<file path="src/rtl/nor_mis_sweep.sv">
// ============================================================================
// Module   : nor_mis_sweep
// Purpose  : Sweeps input-edge skew into a NOR2 merge of two inverter chains
//            and reports the synchronized output value and toggle count.
// Revision : 1.0 - initial release
// ============================================================================
`default_nettype none

module nor_mis_sweep #(
   parameter int DEPTH     = 11,
   parameter int OUT_DEPTH = 6,
   parameter int CNT_W     = 8,
   parameter int SETTLE    = 16
) (
   input  logic             clk,
   input  logic             rst,
   input  logic             start,
   input  logic [CNT_W-1:0] skew_lo,
   input  logic [CNT_W-1:0] skew_hi,
   input  logic [CNT_W-1:0] skew_step,
   input  logic             lead_b,
   input  logic             fall_mode,
   output logic             busy,
   output logic             done,
   output logic             cfg_err,
   output logic             sample_valid,
   output logic [CNT_W-1:0] sample_skew,
   output logic             sample_out,
   output logic [CNT_W-1:0] sample_toggles
);

   localparam logic [2:0] c_idle    = 3'd0;
   localparam logic [2:0] c_preset  = 3'd1;
   localparam logic [2:0] c_launch1 = 3'd2;
   localparam logic [2:0] c_gap     = 3'd3;
   localparam logic [2:0] c_launch2 = 3'd4;
   localparam logic [2:0] c_observe = 3'd5;
   localparam logic [2:0] c_report  = 3'd6;

   localparam logic [CNT_W-1:0] c_settle_m1 = CNT_W'(SETTLE - 1);
   localparam logic [CNT_W-1:0] c_tog_max   = {CNT_W{1'b1}};

   logic [2:0]       r_state;
   logic [2:0]       w_state_nxt;
   logic             r_drv_a;
   logic             r_drv_b;
   logic             r_sync1;
   logic             r_myout_s;
   logic             r_myout_p;
   logic [CNT_W-1:0] r_skew;
   logic [CNT_W-1:0] r_hi;
   logic [CNT_W-1:0] r_step;
   logic             r_lead_b;
   logic             r_fall;
   logic [CNT_W-1:0] r_cnt;
   logic [CNT_W-1:0] r_tog;
   logic [CNT_W-1:0] w_tog_nxt;
   logic             r_done;
   logic             r_cfg_err;
   logic [CNT_W-1:0] r_sample_skew;
   logic             r_sample_out;
   logic [CNT_W-1:0] r_sample_tog;
   logic [CNT_W:0]   w_sum;
   logic             w_last;
   logic             w_counting;
   logic             w_myout;

   function automatic logic nor2(input logic a, input logic b);
      return ~(a | b);
   endfunction

   // Each chain stage is a NOR2 with its second input tied low.
   always_comb begin : b_chains
      logic v_a;
      logic v_b;
      logic v_o;
      v_a = r_drv_a;
      v_b = r_drv_b;
      for (int i = 0; i < DEPTH; i++) begin
         v_a = nor2(v_a, 1'b0);
         v_b = nor2(v_b, 1'b0);
      end
      v_o = nor2(v_a, v_b);
      for (int i = 0; i < OUT_DEPTH; i++) begin
         v_o = nor2(v_o, 1'b0);
      end
      w_myout = v_o;
   end

   assign w_sum      = {1'b0, r_skew} + {1'b0, r_step};
   assign w_last     = (w_sum > {1'b0, r_hi});
   assign w_counting = (r_state == c_launch1) || (r_state == c_gap) ||
                       (r_state == c_launch2) || (r_state == c_observe);
   assign w_tog_nxt  = ((r_myout_s != r_myout_p) && (r_tog != c_tog_max)) ?
                       r_tog + 1'b1 : r_tog;

   always_ff @(posedge clk or posedge rst) begin
      if (rst) begin
         r_state <= c_idle;
      end else begin
         r_state <= w_state_nxt;
      end
   end

   always_comb begin
      w_state_nxt = r_state;
      case (r_state)
         c_idle:    if (start && (skew_lo <= skew_hi)) w_state_nxt = c_preset;
         c_preset:  if (r_cnt == '0) w_state_nxt = c_launch1;
         c_launch1: begin
            if (r_skew == '0)                  w_state_nxt = c_observe;
            else if (r_skew == CNT_W'(1))      w_state_nxt = c_launch2;
            else                               w_state_nxt = c_gap;
         end
         c_gap:     if (r_cnt == '0) w_state_nxt = c_launch2;
         c_launch2: w_state_nxt = c_observe;
         c_observe: if (r_cnt == '0) w_state_nxt = c_report;
         c_report:  w_state_nxt = w_last ? c_idle : c_preset;
         default:   w_state_nxt = c_idle;
      endcase
   end

   always_comb begin
      busy         = (r_state != c_idle);
      sample_valid = (r_state == c_report);
   end

   always_ff @(posedge clk or posedge rst) begin
      if (rst) begin
         r_drv_a       <= 1'b0;
         r_drv_b       <= 1'b0;
         r_sync1       <= 1'b0;
         r_myout_s     <= 1'b0;
         r_myout_p     <= 1'b0;
         r_skew        <= '0;
         r_hi          <= '0;
         r_step        <= '0;
         r_lead_b      <= 1'b0;
         r_fall        <= 1'b0;
         r_cnt         <= '0;
         r_tog         <= '0;
         r_done        <= 1'b0;
         r_cfg_err     <= 1'b0;
         r_sample_skew <= '0;
         r_sample_out  <= 1'b0;
         r_sample_tog  <= '0;
      end else begin
         r_done    <= 1'b0;
         r_cfg_err <= 1'b0;
         r_sync1   <= w_myout;
         r_myout_s <= r_sync1;
         r_myout_p <= r_myout_s;

         if ((r_state == c_idle) && start) begin
            if (skew_lo > skew_hi) begin
               r_cfg_err <= 1'b1;
            end else begin
               r_skew   <= skew_lo;
               r_hi     <= skew_hi;
               r_step   <= (skew_step == '0) ? CNT_W'(1) : skew_step;
               r_lead_b <= lead_b;
               r_fall   <= fall_mode;
            end
         end

         // Duration counter is reloaded on every state change and runs down to 0.
         if (w_state_nxt != r_state) begin
            case (w_state_nxt)
               c_preset:  r_cnt <= c_settle_m1;
               c_gap:     r_cnt <= r_skew - CNT_W'(2);
               c_observe: r_cnt <= c_settle_m1;
               default:   r_cnt <= '0;
            endcase
         end else if (r_cnt != '0) begin
            r_cnt <= r_cnt - 1'b1;
         end

         case (r_state)
            c_preset: begin
               r_drv_a <= r_fall;
               r_drv_b <= r_fall;
               r_tog   <= '0;
            end
            c_launch1: begin
               if (r_skew == '0) begin
                  r_drv_a <= ~r_drv_a;
                  r_drv_b <= ~r_drv_b;
               end else if (r_lead_b) begin
                  r_drv_b <= ~r_drv_b;
               end else begin
                  r_drv_a <= ~r_drv_a;
               end
            end
            c_launch2: begin
               if (r_lead_b) r_drv_a <= ~r_drv_a;
               else          r_drv_b <= ~r_drv_b;
            end
            default: ;
         endcase

         if (w_counting) r_tog <= w_tog_nxt;

         if ((r_state == c_observe) && (r_cnt == '0)) begin
            r_sample_skew <= r_skew;
            r_sample_out  <= r_myout_s;
            r_sample_tog  <= w_tog_nxt;
         end

         if (r_state == c_report) begin
            if (w_last) r_done <= 1'b1;
            else        r_skew <= w_sum[CNT_W-1:0];
         end
      end
   end

   assign done           = r_done;
   assign cfg_err        = r_cfg_err;
   assign sample_skew    = r_sample_skew;
   assign sample_out     = r_sample_out;
   assign sample_toggles = r_sample_tog;

endmodule

`default_nettype wire

</file>
<file path="config.mk">
export PLATFORM = sky130hd
export DESIGN_NAME = nor_mis_sweep
export DESIGN_NICKNAME = d
export VERILOG_FILES = /design/src/rtl/nor_mis_sweep.sv
export SDC_FILE = /design/constraint.sdc
export NUM_CORES = 1
export LEC_CHECK = 0
export BUFFER_PORTS_ARGS = -buffer_cell sky130_fd_sc_hd__buf_2
export CORE_ASPECT_RATIO = 1.75
export CORE_MARGIN = 5
export CORE_UTILIZATION = 35
export CTS_BUF_LIST = sky130_fd_sc_hd__clkbuf_4
export DETAILED_ROUTE_END_ITERATION = 8
export SLEW_MARGIN = 20
export SYNTH_ARGS = -nofsm -noshare
export SYNTH_HDL_FRONTEND = slang
export SYNTH_SLANG_ARGS = --single-unit
export TNS_END_PERCENT = 50
</file>
<file path="constraint.sdc">
create_clock -name clk -period 3.5 [get_ports clk]
set_input_delay 0.525 -clock clk [delete_from_list [all_inputs] [get_ports clk]]
set_output_delay 0.525 -clock clk [all_outputs]
set_load 0.02 [all_outputs]
</file>
Word level (Yosys, flattened, before mapping)
Index checks and enable logic that the tools add are counted.
{"block": "classes", "magnitude_cmp": 3, "n_reduce_logical": 20, "bitwise_logic": 5, "addsub": 4, "muxes": 31, "n_eq_ne": 17}
{"cell": "$mux W8", "count": 10}
{"cell": "$logic_not A8 Y1", "count": 3}
{"cell": "$pmux W3 S7", "count": 1}
{"cell": "$mux W3", "count": 6}
{"cell": "$pmux W8 S2", "count": 1}
{"cell": "$eq A3 B3 Y1 const B", "count": 4}
{"cell": "$mux W1", "count": 11}
{"cell": "$add A8 B8 Y9", "count": 1}
{"cell": "$eq A3 B2 Y1 const B", "count": 3}
{"cell": "$gt A9 B8 Y1", "count": 1}
{"cell": "$add A8 B1 Y8 const B", "count": 1}
{"cell": "$eq A8 B1 Y1 const B", "count": 1}
{"cell": "$gt A8 B8 Y1", "count": 1}
{"cell": "$le A8 B8 Y1", "count": 1}
{"cell": "$ne A8 B8 Y1 const B", "count": 1}
{"cell": "$reduce_bool A8 Y1", "count": 1}
{"cell": "$sub A8 B1 Y8 const B", "count": 1}
{"cell": "$sub A8 B2 Y8 const B", "count": 1}
{"cell": "$eq A3 B1 Y1 const B", "count": 2}
{"cell": "$ne A3 B2 Y1 const B", "count": 2}
{"cell": "$pmux W1 S3", "count": 2}
{"cell": "$reduce_and A3 Y1", "count": 2}
{"cell": "$reduce_bool A3 Y1", "count": 2}
{"cell": "$logic_and A1 B1 Y1", "count": 4}
{"cell": "10 further kinds", "count": 17}
{"block": "totals", "inputBits": 29, "reg_bits": 69, "elab_cells": 98}

Longest topological paths before layout
{"block": "logic_depth", "depth_word": 8, "mapped_depth": 15}

Worst setup path before layout
OpenSTA, ideal clock, no wires.
{"block": "synth_path", "path_kind": "reg-to-reg", "startpoint": "register r_skew[0]", "endpoint": "register r_cnt[0]", "arrival_ps": 3556, "path_stages_with_launch": 16, "path_slack_ps": -181, "n_path_buf": 0, "required_time_ps": 3375, "period_less_slack_ps": 3681, "path_cell_list": "dfrtp_1 > ha_1 > fa_1 > a211o_1 > o211ai_1 > nand2_1 > a21oi_1 > xnor2_1 > ha_1 > and3_1 > and3_1 > a211oi_1 > and4b_2 > o21ai_2 > nand2_2 > mux2_2"}
{"block": "synth_via", "elab_chain_len": 8, "word_cells_on_any_way": 17}
{"item": "start: declaration", "line": "50", "rtl": "logic [CNT_W-1:0] r_skew;"}
{"item": "start signal: assignment", "line": "158", "rtl": "r_skew <= skew_lo;"}
{"item": "start signal: assignment", "line": "211", "rtl": "else r_skew <= w_sum[CNT_W-1:0];"}
{"item": "$add A8 B8 Y9 / $eq A8 B1 Y1 (equally long branches)", "line": "90, 112"}
{"item": "$gt A9 B8 Y1 / $mux W3 (equally long branches)", "line": "91, 112"}
{"item": "$mux W1 / $mux W3 (equally long branches)", "line": "118, 111"}
{"item": "$pmux W3 S7", "line": "107", "rtl": "case (r_state)"}
{"item": "$eq A3 B3 Y1 / $eq A3 B1 Y1 (equally long branches)", "line": "168", "rtl": "case (w_state_nxt)"}
{"item": "$reduce_or A2 Y1 (no source line)"}
{"item": "$pmux W8 S2", "line": "168"}
{"item": "$mux W8", "line": "167", "rtl": "if (w_state_nxt != r_state) begin"}
{"item": "end signal: assignment", "line": "169", "rtl": "c_preset: r_cnt <= c_settle_m1;"}
{"item": "end signal: assignment", "line": "170", "rtl": "c_gap: r_cnt <= r_skew - CNT_W'(2);"}
{"item": "end signal: assignment", "line": "171", "rtl": "c_observe: r_cnt <= c_settle_m1;"}
{"item": "end: declaration", "line": "55", "rtl": "logic [CNT_W-1:0] r_cnt;"}
Parallel ways exist; a longest one is shown, timed or not.
A chain may end at the register's enable or synchronous reset.

Final worst setup path
{"block": "layout_path", "startpoint": "register r_step[0]", "endpoint": "register r_cnt[6]"}
{"block": "layout_via", "elab_chain_len": 8, "word_cells_on_any_way": 12}
{"item": "start: declaration", "line": "52", "rtl": "logic [CNT_W-1:0] r_step;"}
{"item": "start signal: assignment", "line": "160", "rtl": "r_step <= (skew_step == '0) ? CNT_W'(1) : skew_step;"}
{"item": "$add A8 B8 Y9 *", "line": "90", "rtl": "assign w_sum = {1'b0, r_skew} + {1'b0, r_step};"}
{"item": "$gt A9 B8 Y1 *", "line": "91", "rtl": "assign w_last = (w_sum > {1'b0, r_hi});"}
{"item": "$mux W1 *", "line": "118", "rtl": "c_report: w_state_nxt = w_last ? c_idle : c_preset;"}
{"item": "$pmux W3 S7 *", "line": "107"}
{"item": "$eq A3 B3 Y1 / $eq A3 B1 Y1 (equally long branches)", "line": "168"}
{"item": "$reduce_or A2 Y1 (no source line)"}
{"item": "$pmux W8 S2", "line": "168"}
{"item": "$mux W8", "line": "167"}
Every way passes the cells marked *; elsewhere a longest branch is shown, timed or not.

==> flow_summary_export.csv <==
group,metric,value,unit
timing,finalClockSkew,23.33,ps
power,p_leak,2.323,nW
setup_path,crit_fanout,7,
setup_path,crit_family,"compound AO/OA/AOI/OAI gates",
place,place_inst,613,
die,io_pins,50,
job,drv_cap,0,
setup_path,required,3810,ps
route,vias_per_cell,5.282,
clock_network,clock-sinks,69,
die,std_cell_rows,52,
power,internal_power,2.803,mW
timing,setup_viol_count_final,7,
clock_network,cts_max_path_buffers,2,
power,p_per_area,988.2,nW/um^2
clock_network,clk_pin_slew,120,ps
power,clockPowerShare,0.108,
route,num_vias,3354,
die,die_h,154.5,um
setup_path,cp.depth,15,
setup_path,cp_common_cell,"and3_4",
setup_path,crit_path_max_incr_delay,400,ps
power,p_sw,2.098,mW
setup_path,crit_start,"r_step[0]$_DFFE_PP0P_",
setup_path,reg2reg_to,"r_cnt[6]$_DFFE_PP0P_",
clock_network,clockRootBuffer,"clkbuf_4",
logic_synthesis,synth_area_leaders,"dfrtp_1, ha_1, mux2_2, xnor2_1, a21oi_1",
logic_synthesis,synth.distinct_cells,57,
logic_synthesis,yosys_warnings,0,
power,switching_share,0.4281,
timing,worst_pin_slew,921.4,ps
timing,max_slew_margin,0.3857,
worst_hold_path,hold_path.class,"in -> reg",
timing,final_hold_viol_count,0,
global_routing,grt_usage,0.1533,
setup_path,crit-reg2reg-launch,"r_step[0]$_DFFE_PP0P_",
route,detail_route.wl_per_cell,16.50,um
setup_path,cp-end-kind,"register",
status,outcome,"finished, violations left",
final_layout,nets,552,
power,p_seq_frac,0.259,
global_routing,grt_max_degree,70,
route,wl,10.48,mm
final_layout,area_growth,18.72,%
logic_synthesis,synth-edff-count,0,
logic_synthesis,synth_area,4178,sq um
clock_network,cts_htree_levels,3,
clock_network,tritoncts,"yes",
die,dieArea,14310,sq um
global_routing,overflow,0,
final_layout,finalNonFillerCells,635,
setup_path,slowest_stage,"dfrtp_1",
logic_synthesis,synth_seq_cells,69,
timing,fin_setup_tns,-311.9,ps
timing,min_period,3557,ps
logic_synthesis,ys_async_sr_fraction,1.000,
clock_network,cts_hold_buf,0,
die,die_w,92.59,um
timing,setup_slack,-56.53,ps
logic_synthesis,synth_largest_area_cell,"dfrtp_1",
route,dr.first_iter.drc_count,126,
die,initial_utilization,0.3587,
final_layout,drive_gt1_frac,0.3086,
route,drtPass1Iterations,4,
setup_path,path_buf_inv,0,
setup_path,r2r_setup_slack,-60,ps
route,drc,0,
setup_path,path_cells,"ha_2 -> fa_2 -> a211o_1 -> o211ai_1 -> nand2_1 -> a21oi_2 -> xnor2_2 -> ha_1 -> and3_4 -> and3_4 -> a211oi_2 -> and4b_2 -> o21ai_4 -> nand2_4 -> mux2_4",
timing,final_max_slew_viol_count,0,
route,ant_nets,0,
die,coreArea,11650,sq um
logic_synthesis,synth_flop_cell,"dfrtp_1",
logic_synthesis,netlist.area_leader.share,0.4133,
power,comb_power_share,0.633,
global_routing,grt_pass1_wl,16.84,mm
timing,rsz0062_at_grt,"yes",
global_routing,grt_pass1_vias,3457,
status,violations,"negative setup slack",
place,gp_congestion,0.8540,
power,irDropWorstVdd,0.0006279,V
clock_network,clk_latency,440,ps
setup_path,crit_arrival,3870,ps
timing,whs,307.4,ps
place,io_buffers,49,
timing,clock.fmax,0.2812,GHz
logic_synthesis,synth.net_count,478,
logic_synthesis,synthTopCellsByCount,"dfrtp_1, nand2_1, a21oi_1",
global_routing,antenna_found_initial,1,
logic_synthesis,yosysMostFrequentCell,"dfrtp_1",
logic_synthesis,netlist_instances,420,
setup_path,path_class,"reg -> reg",
place,dp_hpwl,8.158,mm
logic_synthesis,seq_area_frac_synth,0.4133,
clock_network,cts_inserted_buffers,9,
setup_path,cp-start-kind,"register",
setup_path,endpoint,"r_cnt[6]$_DFFE_PP0P_",
timing,finalCritPeriodShare,1.016,
logic_synthesis,avgSynthCellArea,9.947,sq um
setup_path,reg2regPathDepth,15,
-- registers in the layout, indices dropped and copies added, names as in the netlist --
register	cells
r_skew	8
r_myout_s	1
sample_out	1
cfg_err	1
r_lead_b	1
r_fall	1
r_hi	8
sample_toggles	8
r_myout_p	1
r_drv_a	1
done	1
r_drv_b	1
r_tog	8
r_sync1	1
r_step	8
r_cnt	8
sample_skew	8
r_state	3
-- per-layer routing --
layer | share of wire | global-route usage | vias to the layer above | routed length, um
met4 | 0.052 | 0.09993 | 0 | 543
met1 | 0.35 | 0.1512 | 1579 | 3636
met5 | 0 | 0 | - | 0
li1 | - | - | 1657 | -
met2 | 0.56 | 0.2850 | 88 | 5906
met3 | 0.038 | 0.02917 | 30 | 394
-- logic make-up after synthesis --
family,synth area share
flops,0.4133
buf+inv,0.04522
compound gates,0.1608
mux,0.09464
simple gates,0.1429
xor+xnor,0.05451
fa+ha+maj,0.08865
-- metrics by stage --
| stage | power [mW] | worst slack (ps) | util | cell area, sq um |
|---|---|---|---|---|
| 3_3_place_gp | 3.946 | -49.19 | 0.4052 | 4720 |
| 2_1_floorplan | 3.113 | 19.51 | - | 4209 |
| 5_1_grt | 5.273 | -196.6 | 0.4259 | 4960 |
| 6_report | 4.901 | -56.53 | 0.4259 | 4960 |
| 3_5_place_dp | 4.042 | -136.5 | 0.4052 | 4720 |
| 4_1_cts | 4.679 | -89.77 | 0.4195 | 4886 |
-- how the worst min path moves through the flow --
stage | start | to | slack [ps] | depth (start not counted)
2_1_floorplan | r_sync1$_DFF_PP0_ | r_myout_s$_DFF_PP0_ | 330 | 0
3_3_place_gp | r_sync1$_DFF_PP0_ | r_myout_s$_DFF_PP0_ | 340 | 0
5_1_grt | fall_mode | r_fall$_DFFE_PP0P_ | 290 | 2
3_5_place_dp | r_sync1$_DFF_PP0_ | r_myout_s$_DFF_PP0_ | 340 | 0
6_report | fall_mode | r_fall$_DFFE_PP0P_ | 310 | 2
4_1_cts | fall_mode | r_fall$_DFFE_PP0P_ | 280 | 2
-- cell type report --
cell class	instances	area [sq um]
Clock inverter	7	72.57
Sequential cell	69	1727
Multi-Input combinational cell	308	2354
Clock buffer	9	67.56
Tap cell	135	168.9
Inverter	28	105.1
Fill cell	1125	6686
Antenna cell	1	2.502
Timing Repair Buffer	78	462.9
-- power groups by stage --
stage,registers [mW],clock network [mW],logic (mW)
6_report,1.27,0.531,3.10
5_1_grt,1.30,0.582,3.39
4_1_cts,1.28,0.556,2.85
3_5_place_dp,1.30,0,2.75
3_3_place_gp,1.28,0,2.66
2_1_floorplan,1.24,0,1.87
-- what timing repair did --
item                       CTS  global route
resized for setup            3             8
buffers inserted             1             4
setup endpoints to repair    8            11
pin swaps                    7             9
-- placed cells by master (no fill, tap or decap), types with 19 or more instances in the layout --
master,instances
nand2_1,39
buf_2,49
o21ai_0,31
buf_4,29
xnor2_1,19
ha_1,27
a21oi_1,28
mux2_2,26
dfrtp_1,69
nor2_1,21
inv_1,27
No activity file was read; power rests on OpenSTA's default activity.
